===== src/rtl/multi_phase_traffic_ctrl.sv =====
// Multi-direction traffic signal controller with a round-robin green, a pedestrian walk phase
// and a maintenance flash mode. All phase timing is counted in prescaled ticks.
module multi_phase_traffic_ctrl #(
    parameter int N_DIR     = 4,
    parameter int TICK_DIV  = 50_000_000,
    parameter int GREEN_MIN = 5,
    parameter int GREEN_MAX = 20,
    parameter int YELLOW_T  = 3,
    parameter int ALLRED_T  = 1,
    parameter int WALK_T    = 8
) (
    input  logic                       clk,
    input  logic                       reset,
    input  logic [N_DIR-1:0]           sense,
    input  logic                       ped_req,
    input  logic                       flash,
    output logic [3*N_DIR-1:0]         lights,
    output logic                       walk,
    output logic [$clog2(N_DIR)-1:0]   active_dir,
    output logic [2:0]                 phase
);

    localparam int DW   = $clog2(N_DIR);
    localparam int PW   = (TICK_DIV > 1) ? $clog2(TICK_DIV) : 1;
    localparam int T1   = (GREEN_MAX > YELLOW_T) ? GREEN_MAX : YELLOW_T;
    localparam int T2   = (ALLRED_T > WALK_T) ? ALLRED_T : WALK_T;
    localparam int MAXT = (T1 > T2) ? T1 : T2;
    localparam int TW   = $clog2(MAXT) + 1;
    localparam int EW   = TW + 1;

    localparam logic [2:0] P_GREEN  = 3'd0;
    localparam logic [2:0] P_YELLOW = 3'd1;
    localparam logic [2:0] P_ALLRED = 3'd2;
    localparam logic [2:0] P_WALK   = 3'd3;
    localparam logic [2:0] P_FLASH  = 3'd4;

    localparam logic [PW-1:0] PRESC_LAST = PW'(TICK_DIV - 1);
    localparam logic [EW-1:0] GMIN_E     = EW'(GREEN_MIN);
    localparam logic [EW-1:0] GMAX_E     = EW'(GREEN_MAX);
    localparam logic [EW-1:0] YEL_E      = EW'(YELLOW_T);
    localparam logic [EW-1:0] AR_E       = EW'(ALLRED_T);
    localparam logic [EW-1:0] WALK_E     = EW'(WALK_T);
    localparam logic [DW-1:0] DIR_LAST   = DW'(N_DIR - 1);

    logic [PW-1:0] presc_q, presc_d;
    logic [TW-1:0] timer_q, timer_d;
    logic [2:0]    phase_q, phase_d;
    logic [DW-1:0] dir_q, dir_d;
    logic          ped_q, ped_d;
    logic          fred_q, fred_d;   // flash lamp state: 0 = yellow, 1 = red

    logic          tick;
    logic [EW-1:0] elapsed;
    logic          own_sense;
    logic          other;
    logic [N_DIR-1:0] sense_sh;

    // Round-robin search starting after d; falls back to d+1 when nothing is sensed.
    function automatic logic [DW-1:0] next_dir(input logic [DW-1:0] d, input logic [N_DIR-1:0] s);
        logic [DW-1:0]    r;
        logic [N_DIR-1:0] t;
        int               idx;
        idx = int'(d) + 1;
        if (idx >= N_DIR) idx = idx - N_DIR;
        r = DW'(idx);
        for (int k = N_DIR; k >= 1; k--) begin
            idx = int'(d) + k;
            if (idx >= N_DIR) idx = idx - N_DIR;
            t = s >> idx;
            if (t[0]) r = DW'(idx);
        end
        return r;
    endfunction

    function automatic logic [2:0] lamp(input logic [2:0] ph, input logic mine, input logic fred);
        case (ph)
            P_GREEN:  lamp = mine ? 3'b001 : 3'b100;
            P_YELLOW: lamp = mine ? 3'b010 : 3'b100;
            P_FLASH:  lamp = fred ? 3'b100 : 3'b010;
            default:  lamp = 3'b100;
        endcase
    endfunction

    assign tick      = (presc_q == PRESC_LAST);
    assign elapsed   = {1'b0, timer_q} + EW'(1);
    assign sense_sh  = sense >> dir_q;
    assign own_sense = sense_sh[0];
    assign other     = (|(sense & ~(N_DIR'(1) << dir_q))) | ped_q;

    always_comb begin
        phase_d = phase_q;
        dir_d   = dir_q;
        fred_d  = fred_q;
        if (flash) begin
            phase_d = P_FLASH;
            if (phase_q != P_FLASH) fred_d = 1'b0;
            else if (tick)          fred_d = ~fred_q;
        end else if (tick) begin
            case (phase_q)
                P_GREEN:
                    if (elapsed >= GMIN_E && other && (!own_sense || elapsed >= GMAX_E))
                        phase_d = P_YELLOW;
                P_YELLOW:
                    if (elapsed >= YEL_E) phase_d = P_ALLRED;
                P_ALLRED:
                    if (elapsed >= AR_E) begin
                        if (ped_q) begin
                            phase_d = P_WALK;
                        end else begin
                            phase_d = P_GREEN;
                            dir_d   = next_dir(dir_q, sense);
                        end
                    end
                P_WALK:
                    if (elapsed >= WALK_E) phase_d = P_ALLRED;
                P_FLASH: begin
                    phase_d = P_ALLRED;
                    dir_d   = DIR_LAST;
                end
                default: phase_d = P_ALLRED;
            endcase
        end
    end

    // A request arriving in the WALK-entry cycle survives the clear.
    assign ped_d   = ped_req | (ped_q & ~((phase_d == P_WALK) && (phase_q != P_WALK)));
    assign presc_d = tick ? '0 : presc_q + PW'(1);

    always_comb begin
        timer_d = timer_q;
        if (phase_d != phase_q)          timer_d = '0;
        else if (tick && timer_q != '1)  timer_d = timer_q + TW'(1);
    end

    always_ff @(posedge clk or posedge reset) begin
        if (reset) begin
            presc_q <= '0;
            timer_q <= '0;
            phase_q <= P_GREEN;
            dir_q   <= '0;
            ped_q   <= 1'b0;
            fred_q  <= 1'b0;
        end else begin
            presc_q <= presc_d;
            timer_q <= timer_d;
            phase_q <= phase_d;
            dir_q   <= dir_d;
            ped_q   <= ped_d;
            fred_q  <= fred_d;
        end
    end

    for (genvar g = 0; g < N_DIR; g++) begin : g_lamp
        assign lights[3*g +: 3] = lamp(phase_q, DW'(g) == dir_q, fred_q);
    end

    assign walk       = (phase_q == P_WALK);
    assign active_dir = dir_q;
    assign phase      = phase_q;

endmodule

===== config.mk =====
export PLATFORM = sky130hd
export DESIGN_NAME = multi_phase_traffic_ctrl
export DESIGN_NICKNAME = d
export VERILOG_FILES = /design/src/rtl/multi_phase_traffic_ctrl.sv
export SDC_FILE = /design/constraint.sdc
export NUM_CORES = 1
export LEC_CHECK = 0
export BUFFER_PORTS_ARGS = -buffer_cell sky130_fd_sc_hd__buf_2
export CAP_MARGIN = 0
export CORE_MARGIN = 3
export CORE_UTILIZATION = 57
export DETAILED_ROUTE_END_ITERATION = 7
export HOLD_SLACK_MARGIN = 0.06
export PLACE_DENSITY_LB_ADDON = 0.25
export SYNTH_ARGS = -nofsm -noshare
export SYNTH_HDL_FRONTEND = slang
export SYNTH_SLANG_ARGS = --single-unit

===== constraint.sdc =====
create_clock -name clk -period 3.1 [get_ports clk]
set_clock_uncertainty 0.2 [all_clocks]
set_input_delay 0.62 -clock clk [delete_from_list [all_inputs] [get_ports clk]]
set_output_delay 0.62 -clock clk [all_outputs]
set_load 0.01 [all_outputs]

==> summary.md, run 1 <==
| Metric | Value |
|---|---|
| Drt first pass iters | 4 |
| Die ar. | approximately 0.0055 sq mm |
| Sequential fraction of the synthesis area | 0.366 |
| Area Overhead vs Synth | 11.9% |
| Fin cells | approximately 380 |
| NumNets Final | roughly 350 |
| CTS tree | yes |
| Critical path data required time | 3100 ps |
| # DRC | 0 |
| Switching power total | roughly 220 uW |
| Adder-cell area share of the yosys netlist | 0.0469 |
| Worst setup SP type | flip-flop |
| Antenna Violating Nets Remaining | 0 |
| Synth warnings | 0 |
| Reg2Reg Setup Slack | roughly 260 ps |
| Worst vdd ir | 0.311 mV |
| Synth Area in XOR/XNOR | 0.0848 |
| Via count | between 2000 and 2500 |
| Post-synth EDFFs | 0 |
| Crit end category | flip-flop |
| Synth top area share | 0.366 |
| Post-layout util | 0.672 |
| Post-synthesis cell type count | between 50 and 60 |
| Clock transition at path regs | roughly 80 ps |
| Status | completed |
| Net count after synthesis | between 300 and 400 |
| Sw frac | 0.218 |
| Hold Buf Count CTS | 0 |
| FILL cells | 387 |
| Avg WL per Cell | 14.6 um |
| Synth Area per Inst | around 8.8 sq um |
| FFs w/ async S/R, synth | 1.00 |
| GRT overflow | 0 |
| Vias in the first global route | around 2100 |
| Diode count | 0 |
| Largest family of logic cells by synthesized area | simple AND/OR/NAND/NOR gates |
| Clk pwr share | 0.439 |
| CP Max Fanout | 9 |
| Mapped Cells | 304 |
| Sequential share of power | 0.514 |
| Clk_lat worst skew | about 290 ps |
| CTS max path bufs | 2 |
| Row count | 24 |
| I/O pins | 26 |
| Fin crit period | roughly 2800 ps |
| FF-to-FF End | timer_q[4] |
| CTS root buffer | clkbuf_8 |
| Reg2Reg Depth | 9 |
| Simple-Gate Fraction of Synth Area | 0.292 |
| Post-Place Setup Slack | 246 ps |
| First DRT Iteration DRCs | ~140 |
| GRT Max-Usage Layer | met2 |
| H-tree depth | 2 |
| DP Wirelength | between 4000 and 5000 um |
| Hold Slack | 232 ps |
| Layout cells sized above 1 | 0.187 |
| Die Y | 74.4 um |
| Port Buffers | 25 |
| GR Layer Usage met3 | 0.0365 |
| HP Class | in -> async |
| Post-synthesis register bit count | 39 |
| Post-synthesis compound-gate area fraction | 0.131 |
| Synth cell count leaders | 39 x dfrtp_1, 32 x nor2_1, 24 x nand2_1 |
| Met1 usage | 0.284 |
| Final-report hold violation count | 0 |
| Core Footprint | between 0.004 and 0.005 sq mm |
| Starting Density | 0.601 |
| Overall routed net length | 5620 um |
| # Post-CTS Setup Buffers | 0 |
| M2 GR Usage | 0.376 |
| Critical path class | reg -> reg |
| Count leader, synth | dfrtp_1 |
| Final setup fails | 0 |
| Cell taking the most area after synthesis | dfrtp_1 |
| Mux share of post-synthesis cell area | 0.0431 |
| Cell area after synthesis | 0.00267 sq mm |
| RePlAce Congestion | roughly 0.85 |
| DR vias/cell | just under 6 |
| First-pass GRT wire length | between 9000 and 10000 um |
| Period utilization | 0.915 |
| CTS buffer count | 5 |
| Pint | 790 uW |
| Top post-synthesis cells by area | dfrtp_1 37%, xnor2_1 4.9%, ha_1 4.7% |
| Leakage | between 0.001 and 0.0015 uW |
| Placed cells | ~380 |
| Logic pwr share | 0.048 |
| Power per cell area | roughly 340 mW/mm^2 |
| Die X | 74.4 um |
| # resized after CTS | 0 |
| Worst Max-Slew Pin Slew | 486 ps |
| Reg2reg start | timer_q[0] |
| Rel. slew slack | 0.676 |
| Initial antenna violation count | 0 |
| Arrival time at the worst endpoint | 2840 ps |
| Max-cap violations | 0 |
| TNS Setup | 0 ps |
| Final WS setup | 264 ps |
| Main synth FF type | dfrtp_1 |
| Unrepaired setup endpoints after global routing | no |
| Fin. max-slew vios | 0 |
| Largest net degree at the start of global routing | 40 |
| Clk sinks | 39 |
| F_max | approximately 350 MHz |
| Gr usage total | 0.221 |
cell type report:
| class | count | area, sq um | share of cell area |
|---|---|---|---|
| clock inverter | 2 | 35.0 | 0.0117 |
| inverter | 13 | 48.8 | 0.0163 |
| sequential | 39 | 976 | 0.327 |
| timing repair buffer | 32 | 178 | 0.0595 |
| multi-input combinational | 240 | 1600 | 0.536 |
| clock buffer | 6 | 82.6 | 0.0276 |
| tap | 52 | 65.1 | 0.0218 |
power groups by stage:
| stage | logic, uW | registers [uW] | clock network, uW |
|---|---|---|---|
| after floorplan | 35.5 | 525 | 0 |
| after global placement | 47.2 | 528 | 0 |
| after detailed placement | 48.7 | 528 | 0 |
| after CTS | 48.8 | 518 | 452 |
| after global routing | 53.8 | 520 | 472 |
| final | 48.2 | 519 | 443 |
cells in the final DEF, fill, tap and decap left out, types with 6 or more instances in the layout:
cell type,Yosys,routed
dfrtp_1,39,39
nor2_1,32,32
buf_2,3,25
nand2_1,24,24
nand3_1,17,17
a21oi_1,17,17
xnor2_1,15,15
inv_1,12,12
nor3_1,10,10
ha_1,10,10
xor2_1,9,9
o21ai_0,8,8
nor3b_1,7,7
mux2i_1,7,7
buf_4,0,7
and2_1,6,6
and3_1,6,6
clkbuf_8,0,6
per-layer routing:
| metal | vias to the layer above | routed length (um) |
|---|---|---|
| li1 | 1126 | - |
| met1 | 1072 | 2580 |
| met2 | 48 | 2750 |
| met3 | 10 | 204 |
| met4 | 0 | 85 |
| met5 | - | 0 |
metrics by stage:
step                      cell area (sq um)  total power, uW
after floorplan                        2670              560
after global placement                 2860              575
after detailed placement               2860              577
after CTS                              2980             1020
after global routing                   2990             1050
final                                  2990             1010
flip-flops by register name (all words and copies together) (netlist names):
name	count
presc_q	26
timer_q	6
phase	3
active_dir	2
fred_q	1
ped_q	1
cells by family (layout without fill, tap and decap cells):
group / after synthesis / after routing
AO/OA/AOI/OAI: 52 / 52
XOR/XNOR: 25 / 25
adder cells (fa/ha/maj): 10 / 10
buffers and inverters: 25 / 53
flip-flops: 39 / 39
multiplexers: 11 / 11
AND/OR/NAND/NOR: 142 / 142
worst max-delay path, stage by stage (launching register included):
cell	delay [ps]
dfrtp_1	460
inv_1	140
ha_1	370
nor3b_1	310
nor2_1	80
or4_1	470
o211ai_1	120
a21oi_2	110
xor2_2	210
nor4b_2	280
worst max path at each step:
stage,cells after the start,to,startpoint,slack [ps]
after floorplan,9,timer_q[4],timer_q[0],450
final,9,timer_q[4],timer_q[0],260
after CTS,8,timer_q[1],timer_q[1],230
after global placement,8,timer_q[5],timer_q[0],350
after detailed placement,8,timer_q[1],timer_q[1],250
after global routing,9,timer_q[5],timer_q[0],130
(Power assumes the default switching activity.)
==> run 2, diff against run 1 <==
--- a/config.mk
+++ b/config.mk
@@ -11,7 +11,7 @@
 export CORE_UTILIZATION = 57
 export DETAILED_ROUTE_END_ITERATION = 7
 export HOLD_SLACK_MARGIN = 0.06
-export PLACE_DENSITY_LB_ADDON = 0.25
+export PLACE_DENSITY = 0.77
 export SYNTH_ARGS = -nofsm -noshare
 export SYNTH_HDL_FRONTEND = slang
 export SYNTH_SLANG_ARGS = --single-unit
==> summary.md, run 2 (same netlist as run 1, synthesis figures left out) <==
| Metric | Value |
|---|---|
| Status | completed |
| GRT Max-Usage Layer | met2 |
| Clock transition at path regs | 70 ps |
| Placed cells | between 300 and 400 |
| Gr usage total | 0.212 |
| M2 GR Usage | 0.346 |
| Via count | around 2200 |
| Overall routed net length | around 5400 um |
| CTS max path bufs | 2 |
| TNS Setup | 0 ps |
| Clk sinks | 39 |
| DP Wirelength | between 4000 and 5000 um |
| Largest net degree at the start of global routing | 26 |
| Sequential share of power | 0.578 |
| Final setup fails | 0 |
| Reg2Reg Depth | 9 |
| F_max | 354 MHz |
| Die Y | between 70 and 80 um |
| Fin. max-slew vios | 0 |
| CP Max Fanout | 9 |
| Vias in the first global route | 2050 |
| Sw frac | 0.236 |
| Worst setup SP type | flip-flop |
| Crit path launch | timer_q[0] |
| Pint | around 690 uW |
| Multi-input logic area | approximately 0.0016 sq mm |
| Reg2reg start | timer_q[0] |
| Clk_lat worst skew | 290 ps |
| Worst Max-Slew Pin Slew | around 540 ps |
| # resized after CTS | 0 |
| CTS tree | yes |
| I/O pins | 26 |
| Critical path class | reg -> reg |
| Power per cell area | a little over 300 mW/mm^2 |
| Starting Density | 0.601 |
| Leakage | 0.00135 uW |
| Core Footprint | 0.00444 sq mm |
| Initial antenna violation count | 0 |
| Switching power total | approximately 210 uW |
| NumNets Final | approximately 350 |
| Reg area | slightly below 0.001 sq mm |
| Fin crit period | roughly 2800 ps |
| Critical path data required time | between 3000 and 4000 ps |
| Crit end category | flip-flop |
| Diode count | 0 |
| HP Class | in -> async |
| Avg WL per Cell | 13.9 um |
| Fin cells | 386 |
| # DRC | 0 |
| Die X | 74.4 um |
| RePlAce Congestion | ~0.77 |
| Antenna Violating Nets Remaining | 0 |
| Arrival time at the worst endpoint | about 2800 ps |
| Most common cell after layout, fill and taps aside | dfrtp_1 |
| Drt first pass iters | 6 |
| PnR Total Power | around 900 uW |
| GRT overflow | 0 |
| Unrepaired setup endpoints after global routing | no |
| Met1 usage | 0.295 |
| Layout cells sized above 1 | 0.189 |
| First DRT Iteration DRCs | 180 |
| GR Layer Usage met3 | 0.0338 |
| CTS root buffer | clkbuf_8 |
| Post-layout util | 0.668 |
| Max reg flops | 26 |
| Top reg by flops | presc_q |
| First-pass GRT wire length | between 9000 and 10000 um |
| Final WS setup | roughly 270 ps |
| Post-Place Setup Slack | roughly 280 ps |
| H-tree depth | 2 |
| Row count | 24 |
| CTS buffer count | 5 |
| Area Overhead vs Synth | 11.2% |
| Rel. slew slack | 0.637 |
| Logic pwr share | 0.053 |
| Worst vdd ir | 0.256 mV |
| # Post-CTS Setup Buffers | 0 |
| Port Buffers | 25 |
| Max-cap violations | 0 |
| Die ar. | between 0.005 and 0.006 sq mm |
| Period utilization | 0.911 |
| FILL cells | just under 400 |
| DR vias/cell | ~5.7 |
| Final-report hold violation count | 0 |
| Clk pwr share | 0.369 |
| Hold Buf Count CTS | 0 |
| Commonest cells after routing, fill and taps aside | 39 x dfrtp_1, 32 x nor2_1, 25 x buf_2, 24 x nand2_1 |
## run 2: routing by layer
layer / vias up / wire (um) / share of wire
met5: - / 0 / 0
met4: 0 / 63 / 0.012
met3: 10 / 156 / 0.029
met2: 34 / 2610 / 0.49
met1: 1034 / 2550 / 0.47
li1: 1130 / - / -
## run 2: metrics by stage
step | hold WS (ps) | instance area (sq um)
2_1_floorplan | 255 | 2670
3_3_place_gp | 277 | 2880
3_5_place_dp | 276 | 2880
4_1_cts | 163 | 2970
5_1_grt | 176 | 2970
6_report | 162 | 2970
## run 2: final timing paths
path,end,slack (ps)
worst max-delay path,timer_q[4],270
worst min-delay path,presc_q[22],160
worst max register to register,timer_q[4],270
worst min register to register,presc_q[0],290
max in group asynchronous,phase[0],1810
min in group clk,presc_q[0],290
## run 2: power groups by stage
stage / Clock [uW] / Combinational (uW) / Sequential (uW)
6_report: 331 / 47.6 / 519
5_1_grt: 369 / 53.7 / 520
4_1_cts: 345 / 48.7 / 519
3_5_place_dp: 0 / 48.6 / 529
3_3_place_gp: 0 / 47.2 / 528
2_1_floorplan: 0 / 35.5 / 525
## run 2: cell type report
type	count	area share
clock inverters	3	0.00675
inverters	13	0.0164
repair buffers	34	0.0649
flip-flops and latches	39	0.329
multi-input cells	240	0.538
well taps	52	0.0219
clock buffers	5	0.0232
## run 2: critical path, cell delays in order, from the launching register on
cell	delay (ps)
dfrtp_1	470
inv_1	140
ha_1	360
nor3b_1	280
nor2_1	90
or4_1	480
o211ai_1	120
a21oi_2	110
xor2_2	200
nor4b_2	280
